## config.mk

```make
export PLATFORM = sky130hd
export DESIGN_NAME = regfile_mp
export DESIGN_NICKNAME = d
export VERILOG_FILES = /design/src/rtl/regfile_pkg.sv /design/src/rtl/regfile_scoreboard.sv /design/src/rtl/regfile_mp.sv
export SDC_FILE = /design/constraint.sdc
export NUM_CORES = 2
export LEC_CHECK = 0
export CORE_MARGIN = 5
export CORE_UTILIZATION = 45
export CTS_CLUSTER_DIAMETER = 50
export DETAILED_ROUTE_END_ITERATION = 7
export DONT_BUFFER_PORTS = 1
export PLACE_DENSITY = 0.6
export SLEW_MARGIN = 5
export SYNTH_ARGS = -nofsm -noshare
export SYNTH_HDL_FRONTEND = slang
export SYNTH_SLANG_ARGS = --single-unit
```

## constraint.sdc

```tcl
create_clock -name clock -period 3.7 [get_ports clock]
set_input_delay 0.185 -clock clock [delete_from_list [all_inputs] [get_ports clock]]
set_output_delay 0.185 -clock clock [all_outputs]
set_load 0.005 [all_outputs]
```

## src/rtl/regfile_pkg.sv

```systemverilog
// Shared types and constants for the multi-port register file and its decoder.
package regfile_pkg;

    typedef enum logic {
        ST_CLEAR = 1'b0,
        ST_READY = 1'b1
    } state_t;

    localparam int DEF_DATA_W = 32;
    localparam int DEF_DEPTH  = 32;

    // LSB position of field idx inside a packed multi-port bus of w-bit fields
    function automatic int port_lsb(input int idx, input int w);
        return idx * w;
    endfunction

endpackage

```

## src/rtl/regfile_scoreboard.sv

```systemverilog
// Per-register pending-write scoreboard; a reservation beats a write to the same entry.
module regfile_scoreboard #(
    parameter int DEPTH    = 32,
    parameter int AW       = $clog2(DEPTH),
    parameter bit ZERO_REG = 1'b1
) (
    input  logic             i_clock,
    input  logic             i_reset,
    input  logic             i_flush,
    input  logic             i_set_en,
    input  logic [AW-1:0]    i_set_addr,
    input  logic             i_clr_en,
    input  logic [AW-1:0]    i_clr_addr,
    output logic [DEPTH-1:0] o_pending
);

    logic [DEPTH-1:0] r_pending;
    logic [DEPTH-1:0] w_pending_nxt;

    always_comb begin
        w_pending_nxt = r_pending;
        if (i_clr_en) w_pending_nxt[i_clr_addr] = 1'b0;
        if (i_set_en) w_pending_nxt[i_set_addr] = 1'b1;
        if (i_flush)  w_pending_nxt = '0;
        if (ZERO_REG) w_pending_nxt[0] = 1'b0;
    end

    always_ff @(posedge i_clock or posedge i_reset) begin
        if (i_reset) r_pending <= '0;
        else         r_pending <= w_pending_nxt;
    end

    assign o_pending = r_pending;

endmodule

```

## src/rtl/regfile_mp.sv

```systemverilog
// Multi-port register file with write bypass, optional zero entry, scoreboard and clear walker.
//   state    | meaning
//   ST_CLEAR | walker zeroes one entry per cycle; requests ignored, reads return 0
//   ST_READY | normal operation; clear_req restarts the walk
module regfile_mp
    import regfile_pkg::*;
#(
    parameter int DATA_W   = DEF_DATA_W,
    parameter int DEPTH    = DEF_DEPTH,
    parameter int NUM_RD   = 2,
    parameter bit BYPASS   = 1'b1,
    parameter bit ZERO_REG = 1'b1,
    parameter int AW       = $clog2(DEPTH)
) (
    input  logic                     clock,
    input  logic                     reset,
    input  logic [NUM_RD*AW-1:0]     rd_addr,
    output logic [NUM_RD*DATA_W-1:0] rd_data,
    input  logic                     wr_en,
    input  logic [AW-1:0]            wr_addr,
    input  logic [DATA_W-1:0]        wr_data,
    input  logic                     rsv_en,
    input  logic [AW-1:0]            rsv_addr,
    output logic [DEPTH-1:0]         pending,
    input  logic                     clear_req,
    output logic                     busy,
    input  logic [AW-1:0]            dbg_addr,
    output logic [DATA_W-1:0]        dbg_data
);

    state_t            r_state;
    state_t            w_state_nxt;
    logic [AW-1:0]     r_clr_cnt;
    logic [DATA_W-1:0] r_mem [DEPTH];

    logic w_ready;
    logic w_wr_ok;
    logic w_rsv_ok;
    logic w_flush;

    assign w_ready  = (r_state == ST_READY);
    assign w_flush  = w_ready && clear_req;
    assign w_wr_ok  = w_ready && wr_en && !clear_req && !(ZERO_REG && (wr_addr == '0));
    assign w_rsv_ok = w_ready && rsv_en && !clear_req;

    always_ff @(posedge clock or posedge reset) begin
        if (reset) r_state <= ST_CLEAR;
        else       r_state <= w_state_nxt;
    end

    always_comb begin
        w_state_nxt = r_state;
        case (r_state)
            ST_CLEAR: if (r_clr_cnt == AW'(DEPTH - 1)) w_state_nxt = ST_READY;
            ST_READY: if (clear_req)                   w_state_nxt = ST_CLEAR;
            default:                                   w_state_nxt = ST_CLEAR;
        endcase
    end

    always_comb begin
        busy = (r_state == ST_CLEAR);
    end

    // Counter wraps to 0 on the last walk edge, so READY always starts at 0
    always_ff @(posedge clock or posedge reset) begin
        if (reset)                   r_clr_cnt <= '0;
        else if (r_state == ST_CLEAR) r_clr_cnt <= r_clr_cnt + AW'(1);
        else if (clear_req)           r_clr_cnt <= '0;
    end

    always_ff @(posedge clock) begin
        if (r_state == ST_CLEAR) r_mem[r_clr_cnt] <= '0;
        else if (w_wr_ok)        r_mem[wr_addr]   <= wr_data;
    end

    for (genvar g = 0; g < NUM_RD; g++) begin : g_rd
        logic [AW-1:0]     w_addr;
        logic [DATA_W-1:0] w_data;

        assign w_addr = rd_addr[port_lsb(g, AW) +: AW];

        always_comb begin
            w_data = r_mem[w_addr];
            if (BYPASS && w_ready && wr_en && (wr_addr == w_addr)) w_data = wr_data;
            if (ZERO_REG && (w_addr == '0))                        w_data = '0;
            if (!w_ready)                                          w_data = '0;
        end

        assign rd_data[port_lsb(g, DATA_W) +: DATA_W] = w_data;
    end

    assign dbg_data = w_ready ? r_mem[dbg_addr] : '0;

    regfile_scoreboard #(
        .DEPTH    (DEPTH),
        .AW       (AW),
        .ZERO_REG (ZERO_REG)
    ) u_scoreboard (
        .i_clock    (clock),
        .i_reset    (reset),
        .i_flush    (w_flush),
        .i_set_en   (w_rsv_ok),
        .i_set_addr (rsv_addr),
        .i_clr_en   (w_wr_ok),
        .i_clr_addr (wr_addr),
        .o_pending  (pending)
    );

endmodule

```

==> results_dict.tcl <==
set metrics [dict create \
    status "complete, but fails checks" \
    violations "slew limit, setup timing" \
    clock.fmax_mhz 200.2 \
    p_switching_mw 9.896 \
    core_mm2 0.1310 \
    grtUsageTotal_pct 32.47 \
    via_per_inst 7.439 \
    finalWorstSetupSlack_ns -1.294 \
    final_cells 5380 \
    hold_viol_final 0 \
    regArea_mm2 0.03168 \
    critPathRequiredTime_ns 3.51 \
    ys_types 55 \
    critical_path_class "in -> out" \
    io_pins 191 \
    arrival_ns 4.81 \
    drv_cap 0 \
    drc 0 \
    fin_nets 3574 \
    ys_warn_count 0 \
    clk_latency_ns 0.77 \
    io_buffers 0 \
    syn2layout_area_growth_pct 11.73 \
    crit_fanout 354 \
    synth_cells 3543 \
    r2r_cells 8 \
    multi_input_area_mm2 0.02580 \
    cts_setup_buffers 0 \
    clk_pin_slew_ns 0.06 \
    dieArea_mm2 0.1386 \
    setup_violations 33 \
    final_core_util_pct 50.38 \
    relSlewSlack_pct -134.3 \
    cts_tree "built" \
    postSynthAreaPerCell_um2 16.67 \
    combPwrFrac_pct 18.1 \
    whs_path_depth 2 \
    dp_cells 5086 \
    syn-cell-area_mm2 0.05906 \
    switching_share_pct 28.57 \
    seq_area_frac_synth_pct 53.63 \
    rows 133 \
    async_reset_ff_share_pct 3.487 \
    syn_nets 3607 \
    placed_cell_area_mm2 0.06111 \
    wl_per_cell_um 42.27 \
    htree_levels 4 \
    gp_congestion 0.9236 \
    r2r_slack_ns 0.13 \
    tightestPinTransition_ns 3.515 \
    vdd_drop_max_uv 412.2 \
    grt_pass1_vias 39630 \
    timing.rr.end "u_scoreboard.o_pending[16]" \
    whs_ns 0.04592 \
    clock_power_share_pct 37.9 \
    fin_crit_sh_pct 135.0 \
    grt_max_degree 355 \
    finalPower_mw 34.63 \
    fin_skew_ns 0.04285 \
    crit_path_start_kind "primary input" \
    die_h_um 372.3 \
    cts_buffers 137 \
    grt_pass1_wl_um 314100 \
    synth_seq_cells 1061 \
    n_fill_cell 10650 \
    drt_iter0_drc 6274 \
    die_width_um 372.3 \
    seq_power_share_pct 44.0 \
    synth_flop_cell "edfxtp_1" \
    stdcell_area_mm2 0.06599 \
    end_kind "output port" \
    drive_gt1_share_pct 27.95 \
    dpl.hpwl_um 131500 \
    cts_max_path_buffers 3 \
    period_minus_slack_ns 4.994 \
    initial_core_util_pct 45.10 \
    hold_class "in -> reg" \
    report.final.slew_viol_count 298 \
    finalWirelength_um 227400 \
    intPower_mw 24.74 \
    holdPathEnd "r_mem[13][29]" \
    clockRootBuffer "clkbuf_16" \
    vias 40020 \
    dr.pass1.iters 8 \
    power_leakage_nw 22.58 \
    clock-sinks 1061 \
    rsz0062_at_grt "no" \
    ant_nets 0 \
    overflow 0 \
    powerDensity_mw_per_mm2 524.9 \
    antenna_found_initial 23 \
    hold_start "wr_data[29]" \
    synth-edff-count 1024 \
    r2r-start "r_state" \
]
power groups by stage:
stage	combinational, mW	sequential, mW	clock (mW)
floorplan	3.86	15.2	0
global placement	5.93	15.3	0
detailed placement	6.01	15.4	0
CTS	6.07	15.2	13.2
global route	6.34	15.3	13.7
finish	6.27	15.2	13.1
cell usage after synthesis (33+ instances only):
| master | number | area, um2 |
|---|---|---|
| a22oi_1 | 74 | 555.5 |
| nor2b_1 | 73 | 456.7 |
| buf_2 | 54 | 270.3 |
| buf_6 | 38 | 427.9 |
| o21ai_1 | 33 | 165.2 |
| edfxtp_1 | 1024 | 30750 |
| and2_1 | 38 | 237.7 |
| a211oi_1 | 86 | 645.6 |
| o221ai_1 | 45 | 394.1 |
| clkbuf_1 | 160 | 600.6 |
| o21ai_0 | 77 | 385.4 |
| mux2i_1 | 551 | 5515 |
| nand3_1 | 41 | 205.2 |
| dfrtp_1 | 37 | 925.9 |
| nand2_1 | 79 | 296.5 |
| buf_4 | 54 | 405.4 |
| nor2_1 | 45 | 168.9 |
| o22ai_1 | 117 | 732.0 |
| mux4_2 | 608 | 13690 |
| nor3_1 | 67 | 335.3 |
| o221a_1 | 52 | 585.6 |
| a21oi_1 | 46 | 230.2 |
stage by stage:
stage	TNS [ns]	setup WS, ns
after CTS	0	0.1249
after floorplan	0	0.3879
after detailed placement	0	0.5577
after global placement	0	0.2419
after global routing	0	0.005831
final	-38.62	-1.294
cell type report:
cell class                 instances  share of cell area, %
multi-input combinational       2137                  39.10
antenna                            8                0.03034
clock buffer                     152                  5.378
timing repair buffer             170                  2.780
clock inverter                    94                  1.369
inverter                           3                0.01707
sequential                      1061                  48.00
tap                             1755                  3.328
worst max-delay path by stage:
stage	startpoint	to
3_5_place_dp	rd_addr[6]	rd_data[57]
6_report	rd_addr[0]	rd_data[31]
2_1_floorplan	r_state	r_mem[1][0]
5_1_grt	r_state	u_scoreboard.o_pending[16]
4_1_cts	r_state	u_scoreboard.o_pending[1]
3_3_place_gp	rd_addr[5]	rd_data[37]
flip-flops by register name (all words and copies together) (netlist names):
| signal | count |
|---|---|
| r_mem | 1024 |
| r_clr_cnt | 5 |
| r_state | 1 |
| u_scoreboard.o_pending | 31 |
worst max-delay path, stage by stage:
cell      delay [ns]
mux4_2          1.66
mux2i_1         0.82
o221ai_1        0.22
o221a_1         0.31
repair_timing:
action                                 CTS  global route
hold buffers                            40             0
setup endpoints to repair                0             1
resized for setup                        0             1
endpoints found under the hold margin  250             0
cell families after synthesis:
family,share of synthesized area [%]
xor gates and xnor gates,0.1780
other,0.006349
muxes,32.52
adders and majority gates,0.04236
buffers and inverters,3.311
AOI/OAI and AO/OA,7.059
and+or+nand+nor,3.248
DFF,53.63
placed cells by master (no fill, tap or decap), types with 41 or more instances in the layout:
cell type	Yosys	routed
a211oi_1	86	83
a21oi_1	46	44
a22oi_1	74	74
buf_4	54	93
clkbuf_16	0	140
edfxtp_1	1024	1024
mux2i_1	551	551
mux4_2	608	608
nand2_1	79	76
nand3_1	41	41
nor2b_1	73	68
nor3_1	67	66
o21ai_0	77	77
o221a_1	52	52
o221ai_1	45	45
o22ai_1	117	117
layer usage:
metal  routed length [um]  track usage, %  part of all wire [%]
met5                   87               0                 0.038
met4                13120           15.69                   5.8
met3                30950           10.90                    14
met2               101900           49.15                    45
met1                81310           42.31                    36
Note: power is estimated with default switching activity, not from simulation.
